**config.mk**
```make
export PLATFORM = sky130hd
export DESIGN_NAME = ofifo_flat
export DESIGN_NICKNAME = d
export VERILOG_FILES = /design/src/rtl/ofifo_if.sv /design/src/rtl/ofifo.sv /design/src/flat_wrapper.sv
export SDC_FILE = /design/constraint.sdc
export NUM_CORES = 2
export LEC_CHECK = 0
export ABC_AREA = 1
export CORE_MARGIN = 2
export CORE_UTILIZATION = 36
export CTS_BUF_LIST = sky130_fd_sc_hd__clkbuf_4 sky130_fd_sc_hd__clkbuf_8
export CTS_CLUSTER_DIAMETER = 30
export DETAILED_ROUTE_END_ITERATION = 10
export RECOVER_POWER = 100
export SLEW_MARGIN = 20
export SYNTH_ARGS = -nofsm -noshare
export SYNTH_HDL_FRONTEND = slang
export SYNTH_SLANG_ARGS = --single-unit
```
**constraint.sdc**
```tcl
create_clock -name clk -period 5.1 [get_ports clk]
set_clock_uncertainty 0.1 [all_clocks]
set_input_delay 0.765 -clock clk [delete_from_list [all_inputs] [get_ports clk]]
set_output_delay 0.765 -clock clk [all_outputs]
set_load 0.01 [all_outputs]
```
**src/rtl/ofifo_if.sv**
```systemverilog
// Row-release output FIFO bus: per-lane psum writes in, full-row FWFT readout out.
interface ofifo_if #(
  parameter int col     = 8,
  parameter int psum_bw = 16
);
  logic [col*psum_bw-1:0] in;
  logic [col-1:0]         wr;
  logic                   rd;
  logic [col*psum_bw-1:0] out;
  logic                   o_valid;
  logic                   o_full;
  logic                   o_ready;
  logic                   o_overflow;

  modport master (
    output in, wr, rd,
    input  out, o_valid, o_full, o_ready, o_overflow
  );

  modport slave (
    input  in, wr, rd,
    output out, o_valid, o_full, o_ready, o_overflow
  );
endinterface

```
**src/rtl/ofifo.sv**
```systemverilog
// Per-column output FIFO behind the MAC array; lanes fill independently and a
// row is released (first-word-fall-through) only once every lane holds data.
module ofifo #(
  parameter int col     = 8,
  parameter int psum_bw = 16,
  parameter int depth   = 16
) (
  input  logic   clk,
  input  logic   reset,
  ofifo_if.slave bus
);

  localparam int AW = $clog2(depth);
  localparam logic [AW:0] PTR_ONE = (AW+1)'(1);

  logic signed [psum_bw-1:0] mem [col][depth];
  logic [AW:0]               wptr [col];
  logic [AW:0]               rptr [col];
  logic [col-1:0]            empty;
  logic [col-1:0]            full;
  logic                      valid;
  logic                      pop;
  logic                      overflow;

  // Full/empty use the extra wrap bit so pointers can run modulo 2*depth freely.
  always_comb begin
    empty = '0;
    full  = '0;
    for (int i = 0; i < col; i++) begin
      empty[i] = (wptr[i] == rptr[i]);
      full[i]  = (wptr[i][AW] != rptr[i][AW]) &&
                 (wptr[i][AW-1:0] == rptr[i][AW-1:0]);
    end
  end

  assign valid = ~|empty;
  assign pop   = bus.rd && valid;

  always_ff @(posedge clk) begin
    if (reset) begin
      for (int i = 0; i < col; i++) begin
        wptr[i] <= '0;
        rptr[i] <= '0;
      end
      overflow <= 1'b0;
    end else begin
      for (int i = 0; i < col; i++) begin
        if (bus.wr[i] && !full[i])
          wptr[i] <= wptr[i] + PTR_ONE;
        if (pop)
          rptr[i] <= rptr[i] + PTR_ONE;
      end
      if (|(bus.wr & full))
        overflow <= 1'b1;
    end
  end

  // Storage carries data only; contents are never cleared.
  always_ff @(posedge clk) begin
    for (int i = 0; i < col; i++) begin
      if (!reset && bus.wr[i] && !full[i])
        mem[i][wptr[i][AW-1:0]] <= bus.in[i*psum_bw +: psum_bw];
    end
  end

  always_comb begin
    bus.out = '0;
    if (valid) begin
      for (int i = 0; i < col; i++)
        bus.out[i*psum_bw +: psum_bw] = mem[i][rptr[i][AW-1:0]];
    end
  end

  assign bus.o_valid    = valid;
  assign bus.o_full     = |full;
  assign bus.o_ready    = ~|full;
  assign bus.o_overflow = overflow;

endmodule
```
**src/flat_wrapper.sv**
```systemverilog
// flat-port wrapper written by rule: the top's interface ports become plain ports
module ofifo_flat 
#(
  parameter int col     = 8,
  parameter int psum_bw = 16,
  parameter int depth   = 16
)
  (clk, reset, bus_in, bus_wr, bus_rd, bus_out, bus_o_valid, bus_o_full, bus_o_ready, bus_o_overflow);
  ofifo_if #(.col(col), .psum_bw(psum_bw)) bus_i ();
  input  logic clk;
  input  logic reset;
  input wire logic [$bits(bus_i.in)-1:0] bus_in;
  input wire logic [$bits(bus_i.wr)-1:0] bus_wr;
  input wire logic [$bits(bus_i.rd)-1:0] bus_rd;
  output wire logic [$bits(bus_i.out)-1:0] bus_out;
  output wire logic [$bits(bus_i.o_valid)-1:0] bus_o_valid;
  output wire logic [$bits(bus_i.o_full)-1:0] bus_o_full;
  output wire logic [$bits(bus_i.o_ready)-1:0] bus_o_ready;
  output wire logic [$bits(bus_i.o_overflow)-1:0] bus_o_overflow;
  assign bus_i.in = bus_in;
  assign bus_i.wr = bus_wr;
  assign bus_i.rd = bus_rd;
  assign bus_out = bus_i.out;
  assign bus_o_valid = bus_i.o_valid;
  assign bus_o_full = bus_i.o_full;
  assign bus_o_ready = bus_i.o_ready;
  assign bus_o_overflow = bus_i.o_overflow;
  ofifo #(.col(col), .psum_bw(psum_bw), .depth(depth)) u_core (.clk(clk), .reset(reset), .bus(bus_i));
endmodule
```
==> impl_results.md <==
- Detail Route Antenna Nets: 0
- #FFs+latches synth: 2,129
- Placed Area: 93,000 sq um
- CTS clk-pin slew, worst paths: 60 ps
- Gr ovfl total: 0
- Total CTS buffers: 445
- Worst hold path type: in -> reg
- Max_slew headroom: -60.7%
- Crit path launch type: flip-flop
- TritonCTS clock tree: done
- First-pass GRT wire length: 338 mm
- DRT Wirelength: 227 mm
- Synth unique cells: 33
- Worst setup margin: 207 ps
- Synthesized area: 86,500 sq um
- Vias per Instance: 5.16
- Setup CP Type: reg -> out
- I/O pin count: 271
- Clock root buffer master: clkbuf_8
- Largest net degree at the start of global routing: 133
- GRT Total Usage: 18.0%
- Placer Congestion: 0.783
- Starting density of the core: 36.3%
- Outcome: complete, but fails checks
- Core area: 238,000 sq um
- Crit-path cells: buf_4 > inv_2 > nand2_1 > nand2_1 > nor2_1 > nand3_1 > nand2_1 > nor2_4 > nand2_8 > clkbuf_2 > nor3_1 > dlygate4sd3_1
- Hold Slack: 385 ps
- # setup viols final: 0
- H-tree Lvls: 5
- Clk_lat worst skew: 1140 ps
- Place WS: 666 ps
- CTS Sinks: 2,129
- NumNets Final: 7,488
- Pwr per Cell Area: 593 nW/um^2
- Vias in the first global route: 54.8k
- Violated checks: capacitance limit, slew limit
- Standard-cell row count: 179
- Mapped Cells: 6,765
- Min Tclk post-route: 4890 ps
- Initial antenna violation count: 24
- CP peak stage delay: 680 ps
- MaxCap Viol Count: 6
- CP arrival: 4030 ps
- Area Overhead vs Synth: 18.2%
- Fin. max-slew vios: 140
- CTS Buffer Depth: 4
- Critical Path Sink Type: output pin
- Chip Height: 494 um
- Die area: 244,000 sq um
- Overall via count from detail_route: 55.8k
- Post-placement cell count: 10.0k
- Die width: 494 um
- Post-layout util: 42.9%
- Worst path most repeated cell: nand2_1
- Final Non-Filler Cells: 10.8k
- Pleak: 35.7 nW
- Synthesis warning total: 0
- IO buf count: 270
- Overall Power: 60.6 mW
- DRC: 0
- Worst EP required: 4240 ps
- Setup TNS: 0 ps
- Routed WL per cell: 21.0 um
- Register area share after synthesis: 73.9%
- Share of layout cells above drive strength 1: 11.8%
- DRT iter0 DRCs: 4,824
- WP buf/inv: 4
- Final Hold Fails: 0
- Maximum vdd drop: 540 uV
- Gate family responsible for the most delay along the worst path: simple AND/OR/NAND/NOR gates
- Fmax: 204 MHz
- Syn Area/Cell: 12.8 sq um
- Fin area: 102,000 sq um
- Critical path's slowest cell: dlygate4sd3_1
- First-pass iteration count of the detailed router: 5
- Max FO, Critical Path: 18
- Slew @ Worst Pin: 2410 ps
- HPWL Detailed: 130 mm
- Syn nets: 6,944
- Final period util: 95.9%
## metal layers
layer | vias to the layer above | share of wire (%) | GRT usage [%]
li1 | 25800 | - | -
met1 | 27700 | 44 | 24.8
met2 | 1943 | 47 | 28.8
met3 | 379 | 6.6 | 3.66
met4 | 10 | 2.1 | 5.33
met5 | - | 0.027 | 0
## cell usage in the layout (no fill, tap or decap), types with 16 or more instances in the layout
cell type,Yosys,routed
clkinv_2,0,74
a32o_1,102,102
xnor2_1,16,16
nand3_1,288,288
bufinv_16,0,55
clkinvlp_4,0,34
inv_2,25,19
inv_1,89,86
clkbuf_1,101,157
xor2_1,36,36
buf_4,16,63
ha_1,40,40
edfxtp_1,2128,2128
o21ai_0,90,90
nor2_1,362,341
nor2_2,3,23
dlygate4sd3_1,0,186
clkdlybuf4s50_1,0,84
a21oi_1,823,823
a22o_1,76,76
a22oi_1,279,279
clkbuf_8,0,451
nor3_1,19,23
clkinv_1,2,95
nor3_2,60,56
nand2_1,1876,1875
clkbuf_4,0,70
## repair_timing
item / 4_1_cts / 5_1_grt
endpoints found under the setup margin: 110 / 38
cloned: 2 / 0
buffers inserted: 4 / 3
hold buffers: 0 / 0
pin swaps: 3 / 0
resized for setup: 25 / 20
## where the power goes
part	total [mW]	leakage (nW)	internal [mW]	switching, mW
Combinational	21.3	11.6	7.35	13.9
Sequential	20.3	19.3	20.0	0.322
Clock	19.1	4.84	11.5	7.53
## worst paths after layout
check | startpoint | end | slack, ps | cells past startpoint
setup / recovery | u_core.rptr[0][16]$_SDFFCE_PN0P_ | bus_out[115] | 210 | 12
hold / removal | bus_wr[3] | u_core.wptr[0][16]$_SDFFCE_PN0P_ | 380 | 3
setup reg to reg | u_core.rptr[0][17]$_SDFFCE_PN0P_ | u_core.rptr[0][12]$_SDFFCE_PN0P_ | 1040 | 13
hold reg to reg | u_core.bus.o_overflow$_SDFFE_PP0P_ | u_core.bus.o_overflow$_SDFFE_PP0P_ | 450 | 4
## worst register-to-register path, delay by kind of cell, from the launching register on
family        cells  cell delay [ps]
buf+inv           4              750
flops             1              380
simple gates      9             2080
## registers in the layout (all words and copies together) (netlist names)
name                   cells
u_core.rptr               40
u_core.mem              2048
u_core.wptr               40
u_core.bus.o_overflow      1
## final cells by class
class                           count  area (sq um)
Tap cell                         3167          3960
Timing Repair Buffer              519          4200
Sequential cell                  2129         63900
Clock buffer                      520          6720
Inverter                          117           449
Fill cell                       21900        136000
Antenna cell                        5          12.5
Multi-Input combinational cell   4097         20100
Clock inverter                    265          2780
## kinds of logic after synthesis
family	count (synthesis)	synth area share (%)
and+or+nand+nor	2629	12.4
adders and majority gates	40	0.579
xor gates and xnor gates	52	0.527
AOI/OAI and AO/OA	1374	9.69
buffers and inverters	541	2.89
DFF	2129	73.9
## cells in the mapped netlist
cell type | number | area (sq um)
buf_12 | 1 | 20.0
ha_1 | 40 | 500
xnor2_1 | 16 | 140
or2_2 | 4 | 25.0
a32o_1 | 102 | 1020
buf_4 | 16 | 120
inv_2 | 25 | 93.8
nand4_1 | 8 | 50.1
clkinv_1 | 2 | 7.51
nand2_2 | 2 | 12.5
edfxtp_1 | 2128 | 63900
nor2_1 | 362 | 1360
nand3b_2 | 1 | 11.3
dfxtp_1 | 1 | 20.0
nand2_1 | 1876 | 7040
buf_6 | 12 | 135
a22o_1 | 76 | 666
nor2_4 | 1 | 11.3
buf_2 | 242 | 1210
o22ai_1 | 4 | 25.0
o21ai_0 | 90 | 450
a21oi_1 | 823 | 4120
clkbuf_1 | 101 | 379
buf_1 | 52 | 195
nor2_2 | 3 | 18.8
nor3_2 | 60 | 601
a22oi_1 | 279 | 2090
inv_1 | 89 | 334
xor2_1 | 36 | 315
nand3b_1 | 5 | 37.5
inv_4 | 1 | 6.26
nor3_1 | 19 | 95.1
nand3_1 | 288 | 1440
Note: power is estimated with default switching activity, not from simulation.
